[src/rtl/com_debounce.sv]
// com_debounce: per-channel synchroniser and consecutive-sample debounce with rise/fall strobes
module com_debounce #(
  parameter int WIDTH = 16,
  parameter logic [WIDTH-1:0] DEFAULT = '1,
  parameter int DEPTH = 5,
  parameter int DIV = 1,
  parameter int SYNC = 2
) (
  input  logic clk,
  input  logic aclr,
  input  logic [WIDTH-1:0] in,
  output logic [WIDTH-1:0] out,
  output logic [WIDTH-1:0] rise,
  output logic [WIDTH-1:0] fall,
  output logic tick
);
  localparam int PW = DIV > 1 ? $clog2(DIV) : 1;
  localparam int CW = $clog2(DEPTH + 1);
  logic [WIDTH-1:0] s;
  logic [PW-1:0] pc;
  logic [CW-1:0] cnt [WIDTH];
  logic wrap;
  if (WIDTH < 1 || WIDTH > 32 || DEPTH < 1 || DEPTH > 255 || DIV < 1 || DIV > 65535 || SYNC < 0 || SYNC > 3) begin : g_bad
    $error("com_debounce: illegal parameter value");
  end
  if (SYNC == 0) begin : g_nosync
    assign s = in;
  end else begin : g_sync
    localparam int SW = SYNC * WIDTH;
    logic [SW-1:0] sr;
    always_ff @(posedge clk or posedge aclr)
      if (aclr) sr <= {SYNC{DEFAULT}};
      else sr <= SW'({sr, in});
    assign s = sr[SW-1 -: WIDTH];
  end
  assign wrap = pc == PW'(DIV - 1);
  always_ff @(posedge clk or posedge aclr)
    if (aclr) begin
      pc <= '0;
      tick <= 1'b0;
    end else begin
      pc <= wrap ? '0 : pc + 1'b1;
      tick <= wrap;
    end
  always_ff @(posedge clk or posedge aclr)
    if (aclr) begin
      out <= DEFAULT;
      rise <= '0;
      fall <= '0;
      for (int i = 0; i < WIDTH; i++) cnt[i] <= '0;
    end else begin
      rise <= '0;
      fall <= '0;
      if (wrap)
        for (int i = 0; i < WIDTH; i++)
          if (s[i] == out[i]) cnt[i] <= '0;
          else if (cnt[i] == CW'(DEPTH - 1)) begin
            out[i] <= s[i];
            cnt[i] <= '0;
            rise[i] <= s[i];
            fall[i] <= ~s[i];
          end else cnt[i] <= cnt[i] + 1'b1;
    end
endmodule

[config.mk]
export PLATFORM = sky130hd
export DESIGN_NAME = com_debounce
export DESIGN_NICKNAME = d
export VERILOG_FILES = /design/src/rtl/com_debounce.sv
export SDC_FILE = /design/constraint.sdc
export NUM_CORES = 1
export LEC_CHECK = 0
export CELL_PAD_IN_SITES_DETAIL_PLACEMENT = 0
export CELL_PAD_IN_SITES_GLOBAL_PLACEMENT = 1
export CORE_MARGIN = 2
export CORE_UTILIZATION = 45
export DETAILED_ROUTE_END_ITERATION = 10
export PLACE_DENSITY = 0.9
export SETUP_SLACK_MARGIN = 0.3
export SYNTH_ARGS = -nofsm -noshare
export SYNTH_HDL_FRONTEND = slang
export SYNTH_SLANG_ARGS = --single-unit
[constraint.sdc]
create_clock -name clk -period 7.9 [get_ports clk]
set_input_delay 1.58 -clock clk [delete_from_list [all_inputs] [get_ports clk]]
set_output_delay 1.58 -clock clk [all_outputs]
set_load 0.03 [all_outputs]
# --- Word-level counts from Yosys, hierarchy flattened ---
# Index checks and enable logic that the tools add are counted.
totals:
  input_bits: 18
  word_cells: 234
  reg_bits: 130
  output_inout_bits: 49
op_classes:
  n_eq_ne: 32
  n_mux: 99
  n_reduce_logical: 16
  n_addsub: 17
  bitwise_logic: 33
op_table:
  columns: ["cell", "n"]
  rows:
  - ["$mux 3", 32]
  - ["$mux 1", 65]
  - ["$add 3x1->3 const B", 16]
  - ["$eq 3x3->1 const B", 16]
  - ["$reduce_and 3->1", 16]
  - ["$not 1->1", 33]
  - ["$mux 16", 2]
  - ["$eq 1x1->1", 16]
  - ["$add 1x1->1 const B", 1]

# --- Logic depth before layout (Yosys ltp) ---
# Gate-level depths: netlist of the first run.
logic_depth:
  word_depth: 4
  ltp_mapped: 4
  depth_no_buf: 4

# --- Worst setup path after synthesis of the first run ---
# OpenSTA, ideal clock, no wires.
synth_timing:
  kind: "register -> output"
  from: "register out[0]"
  to: "output out[0]"
  path_buffers: 0
  setup_slack_ps: 5696
  t_required_ps: 6320
  stages_incl_launch_ff: 1
  t_arrival_ps: 624
  path_cell_list: "dfstp_2"
synth_rtl:
  columns: ["item", "line", "rtl"]
  rows:
  - ["from (decl)", "12", "output logic [WIDTH-1:0] out,"]
  - ["from (signal, indexed assignment)", "58", "out[i] <= s[i];"]
# No word-level cell between the ends.

# --- Worst setup path after layout of the first run ---
layout_timing:
  from: "register out[2]"
  to: "output out[2]"
# No word-level cell between the ends.

==> results.txt, run 1 <==
PortBufs: 66
post-synthesis cell area: 4980 sq um
CTS clk-pin slew, worst paths: 0.06 ns
Reg2Reg Depth: 4
top cell family by delay on the critical path: buffers and inverters
WL final: 7520 microns
Remaining DRCs: 0
first-pass GRT wire length: 13,100 microns
Achievable Freq: 299 MHz
Min-Delay Path Depth: 0
GR Util All Layers: 14.4%
IO Pins: 67
critical path's largest stage delay: 0.68 ns
syn avg cell area: 14.0 sq um
Yosys Warn Count: 0
fin crit period: 3.35 ns
Initial Util: 46.0%
crit end category: output pin
synthesized flop and latch total: 129
post-route cell area: 6490 sq um
DR vias: 2,790
GRT overflow: 0
area occupied by multi-input gates: 1570 sq um
Min Hold Slack: 0.349 ns
largest net degree at the start of global routing: 78
Placer Congestion: 0.683
Setup Fix Bufs, Post-CTS: 0
Worst Tran Pin Value: 0.918 ns
fin crit share: 42.3%
crit-path cells: clkdlybuf4s50_1
post-CTS sizing: 0
synth unique cells: 14
fillers: 852
Via density: 4.70
TNS Setup: 0 ns
power per cell area: 360 nW/um^2
ANT cells: 0
Worst path depth: 1
number of hold buffers added after cts: 0
Skew-Pair Late Insertion Delay: 0.51 ns
CTS root buf: clkbuf_8
top post-synthesis cells by area: dfrtp_1, dfstp_2, ha_1
Die Wd: 109 microns
r2r setup slk: 6.66 ns
WS Path Type: register to output pin
ratio of cells with drive above 1 in the final layout: 21.4%
syn nets: 405
Final HPWL DP: 5050 microns
worst hold path class: register to register
Pleak: 2.78 nW
initial antenna violation count: 0
endpoints failing hold: 0
placed inst area: 5830 sq um
Layout Skew: 0.00602 ns
Max Cap Viol: 0
Yosys top cell area share: 40.7%
CP required: 6.32 ns
final setup fails: 0
FF+latch area: 3290 sq um
core area: 10,800 sq um
TritonCTS Buffers: 17
crit path buf inv count: 1
per-cell routed wire length: 12.7 microns
R2R Path End: cnt[20]$_DFF_PP0_
TritonCTS clock tree: done
# clock sinks: 129
Worst Hold End: g_sync.sr[19]$_DFF_PP1_
critical path's slowest cell: clkdlybuf4s50_1
crit path DAT: 1.77 ns
commonest non-fill, non-tap cells in the layout: dfrtp_1, clkdlybuf4s50_1, nor3b_1, dfstp_2
Antenna Nets Post-Route: 0
DRT Pass-1 Iters: 4
fin. max-slew vios: 0
Syn-to-layout area delta: 30.3%
r2r startpoint: cnt[18]$_DFF_PP0_
initial drt markers: 96
outcome: complete, no violations
Max FO, Critical Path: 5
area of the die: 11,900 sq um
H-Tree Depth: 4
Hold Path Origin: g_sync.sr[3]$_DFF_PP1_
Startpoint Class: register
vias in the first global route: 2,964
CTS Buffer Depth: 2
RSZ-0062 raised after global routing: false
Max-slew headroom: 38.8%
DIE HEIGHT: 109 microns
FP Rows: 38
commonest non-fill, non-tap cell in the layout: dfrtp_1
nets@finish: 491
Syn Inst Count: 355
Seq/Total Area, Yosys: 66.0%
Synth area leader: dfrtp_1
Worst VDD drop: 192 uV
sequential cells by signal, summed over array words and instances, names as in the netlist:
| register | count |
|---|---|
| cnt | 48 |
| fall | 16 |
| g_sync.sr | 32 |
| out | 16 |
| rise | 16 |
| tick | 1 |
power breakdown:
| part | leakage (nW) | internal, mW | switching, mW |
|---|---|---|---|
| Clock | 0.314 | 0.585 | 0.279 |
| Sequential | 1.59 | 0.830 | 0.111 |
| Combinational | 0.873 | 0.261 | 0.269 |
cell usage after synthesis:
cell / n
a21oi_1: 16
and3b_1: 2
conb_1: 1
dfrtp_1: 81
dfstp_2: 48
ha_1: 32
inv_1: 33
mux2_2: 16
nand2_1: 16
nand2b_1: 16
nor2b_1: 14
nor3b_1: 48
or3b_1: 16
xnor2_1: 16
per-stage QoR:
stage               power, mW  instances  util (%)  worst slack, ns
detailed placement       1.48        562      53.8             4.37
floorplan                1.31        355         -             2.96
global route             2.48        594      59.9             4.50
CTS                      2.37        594      59.9             4.53
finish                   2.33        594      59.9             4.55
global placement         1.44        562      53.8             4.45
cell type report:
cell class,instances,share of cell area [%]
clock buffers,19,6.65
clock inverters,13,3.60
inverters,33,1.95
multi-input cells,193,24.2
flip-flops and latches,129,50.6
well taps,140,2.70
repair buffers,67,10.3
cells by family (layout without fill, tap and decap cells):
family | count (synthesis) | count (layout) | share of synthesized area (%)
flops | 129 | 129 | 66.0
simple gates | 112 | 112 | 15.4
buf+inv | 33 | 132 | 2.49
fa+ha+maj | 32 | 32 | 8.04
compound gates | 16 | 16 | 1.61
xor+xnor | 16 | 16 | 2.81
mux | 16 | 16 | 3.62
other cells | 1 | 1 | 0.0753
layer usage:
metal / up-vias / track usage, % / wire, microns
met1: 1374 / 16.6 / 3140
met4: 0 / 6.96 / 148
met3: 17 / 5.50 / 385
li1: 1349 / - / -
met5: - / 0 / 0
met2: 50 / 23.5 / 3840
worst max-delay path by stage:
stage               slack (ns)                 from               end
global placement          4.45                 aclr  cnt[3]$_DFF_PP0_
global route              4.50   out[5]$_DFFE_PP1P_            out[5]
CTS                       4.53  out[11]$_DFFE_PP1P_           out[11]
finish                    4.55   out[2]$_DFFE_PP1P_            out[2]
floorplan                 2.96                 aclr  cnt[0]$_DFF_PP0_
detailed placement        4.37                 aclr  cnt[5]$_DFF_PP0_
Power figures use the tool's default switching activity.
==> run 2, diff against run 1 <==
==> constraint.sdc (replaced) <==
create_clock -name clk -period 3.5 [get_ports clk]
set_input_delay 0.7 -clock clk [delete_from_list [all_inputs] [get_ports clk]]
set_output_delay 0.7 -clock clk [all_outputs]
set_load 0.03 [all_outputs]
==> run 2 against run 1 <==
  * Non-clock buffer count unchanged
  * Via count increased by 0.93%
  * Worst hold slack improved by 0.0036 ns
  * Die area is the same
  * Sequential power is 130% higher
  * Register-to-register slack got worse by 4.4 ns
  * Final cell count unchanged
  * Combinational power is 120% higher
==> results.txt, run 2 (synthesis results as in run 1) <==
fin crit share: 70.9%
FF+latch area: 3290 sq um (unchanged)
Top reg by flops: cnt (unchanged)
DIE HEIGHT: 109 microns (unchanged)
Die Wd: 109 microns (unchanged)
ratio of cells with drive above 1 in the final layout: 21.1% (was 21.4%)
Startpoint Class: register (unchanged)
vias in the first global route: 2,972 (was 2,964)
number of hold buffers added after cts: 0 (unchanged)
Skew-Pair Late Insertion Delay: 0.52 ns (was 0.51 ns)
crit end category: output pin (unchanged)
GR Util All Layers: 15.1% (was 14.4%)
Syn-to-layout area delta: 31.1% (was 30.3%)
critical path's largest stage delay: 0.68 ns (about the same)
DRT Pass-1 Iters: 4 (unchanged)
endpoints failing hold: 0 (unchanged)
TNS Setup: 0 ns (unchanged)
TritonCTS clock tree: done (unchanged)
Max FO, Critical Path: 5 (unchanged)
fillers: 832 (was 852)
per-cell routed wire length: 12.9 microns (was 12.7 microns)
PortBufs: 66 (unchanged)
top cell family by delay on the critical path: buffers and inverters (unchanged)
Max Cap Viol: 0 (unchanged)
Worst VDD drop: 479 uV (was 192 uV)
crit-path cells: clkdlybuf4s50_1 (unchanged)
Min Hold Slack: 0.353 ns (was 0.349 ns)
power per cell area: 819 nW/um^2 (was 360 nW/um^2)
Setup Fix Bufs, Post-CTS: 0 (unchanged)
final worst slack: 1.02 ns (was 4.55 ns)
H-Tree Depth: 4 (unchanged)
ANT cells: 0 (unchanged)
WL final: 7660 microns (was 7520 microns)
CTS root buf: clkbuf_8 (unchanged)
max FFs per register: 48 (unchanged)
largest net degree at the start of global routing: 130 (was 78)
fin crit period: 2.48 ns
Max-slew headroom: 56.5% (was 38.8%)
area of the die: 11,900 sq um (unchanged)
final setup fails: 0 (unchanged)
initial drt markers: 88 (was 96)
Placer Congestion: 0.659 (was 0.683)
CP required: 2.80 ns (was 6.32 ns)
FP Rows: 38 (unchanged)
GRT overflow: 0 (unchanged)
worst hold path class: register to register (unchanged)
Layout Skew: 0.00636 ns (was 0.00602 ns)
area occupied by multi-input gates: 1570 sq um (unchanged)
Top Registers: cnt x48, g_sync.sr x32 (unchanged)
Pleak: 2.80 nW (was 2.78 nW)
outcome: complete, no violations (unchanged)
CTS clk-pin slew, worst paths: 0.06 ns (about the same)
IO Pins: 67 (unchanged)
Final HPWL DP: 5030 microns (was 5050 microns)
Setup WS pre-CTS: 1.56 ns (was 4.37 ns)
nets@finish: 491 (unchanged)
crit path DAT: 1.78 ns (was 1.77 ns)
Worst path depth: 1 (unchanged)
commonest non-fill, non-tap cells in the layout: dfrtp_1, clkdlybuf4s50_1, nor3b_1, dfstp_2 (unchanged)
Via density: 4.74 (was 4.70)
fin. max-slew vios: 0 (unchanged)
Remaining DRCs: 0 (unchanged)
crit path buf inv count: 1 (unchanged)
first-pass GRT wire length: 13,400 microns (was 13,100 microns)
critical path's slowest cell: clkdlybuf4s50_1 (unchanged)
Reg2Reg Depth: 4 (unchanged)
core area: 10,800 sq um (unchanged)
Initial Util: 46.0% (unchanged)
Worst Tran Pin Value: 0.653 ns (was 0.918 ns)
Min-Delay Path Depth: 0 (unchanged)
DR vias: 2,816 (was 2,790)
TritonCTS Buffers: 17 (unchanged)
RSZ-0062 raised after global routing: false (unchanged)
Achievable Freq: 403 MHz
initial antenna violation count: 0 (unchanged)
# clock sinks: 129 (unchanged)
CTS Buffer Depth: 2 (unchanged)
commonest non-fill, non-tap cell in the layout: dfrtp_1 (unchanged)
Antenna Nets Post-Route: 0 (unchanged)
post-CTS sizing: 0 (unchanged)
WS Path Type: register to output pin (unchanged)
[run 2: stage by stage]
step                util, %  instance area (sq um)  instances  total power, mW
floorplan                 -                   4990        355             2.95
global placement       53.9                   5840        562             3.26
detailed placement     53.9                   5840        562             3.35
CTS                    60.3                   6530        594             5.43
global route           60.3                   6530        594             5.68
finish                 60.3                   6530        594             5.35
[run 2: path summary, 6_finish.rpt]
kind	from	endpoint	slack (ns)
setup / recovery	out[3]$_DFFE_PP1P_	out[3]	1.02
hold / removal	g_sync.sr[2]$_DFF_PP1_	g_sync.sr[18]$_DFF_PP1_	0.35
setup reg to reg	cnt[18]$_DFF_PP0_	cnt[20]$_DFF_PP0_	2.27
hold reg to reg	g_sync.sr[2]$_DFF_PP1_	g_sync.sr[18]$_DFF_PP1_	0.35
max in group asynchronous	aclr	cnt[6]$_DFF_PP0_	2.29
min in group asynchronous	aclr	rise[11]$_DFF_PP0_	0.73
[run 2: metal layers]
layer  GRT usage (%)  wire (microns)  up-vias
met5               0               0        -
met4            8.95             187        0
met3            5.50             416       17
met2            23.3            3750       62
met1            18.0            3310     1393
li1                -               -     1344
[run 2: where the power goes]
group	leakage (nW)	internal, mW	switching (mW)
combinational	0.874	0.590	0.601
clock	0.335	1.43	0.609
sequential	1.59	1.87	0.250
[run 2: cell type report]
| type | instances | area share, % |
|---|---|---|
| clock buffers | 22 | 7.09 |
| clock inverters | 10 | 3.49 |
| inverters | 33 | 1.95 |
| multi-input cells | 193 | 24.0 |
| flip-flops and latches | 129 | 50.3 |
| well taps | 140 | 2.68 |
| repair buffers | 67 | 10.4 |
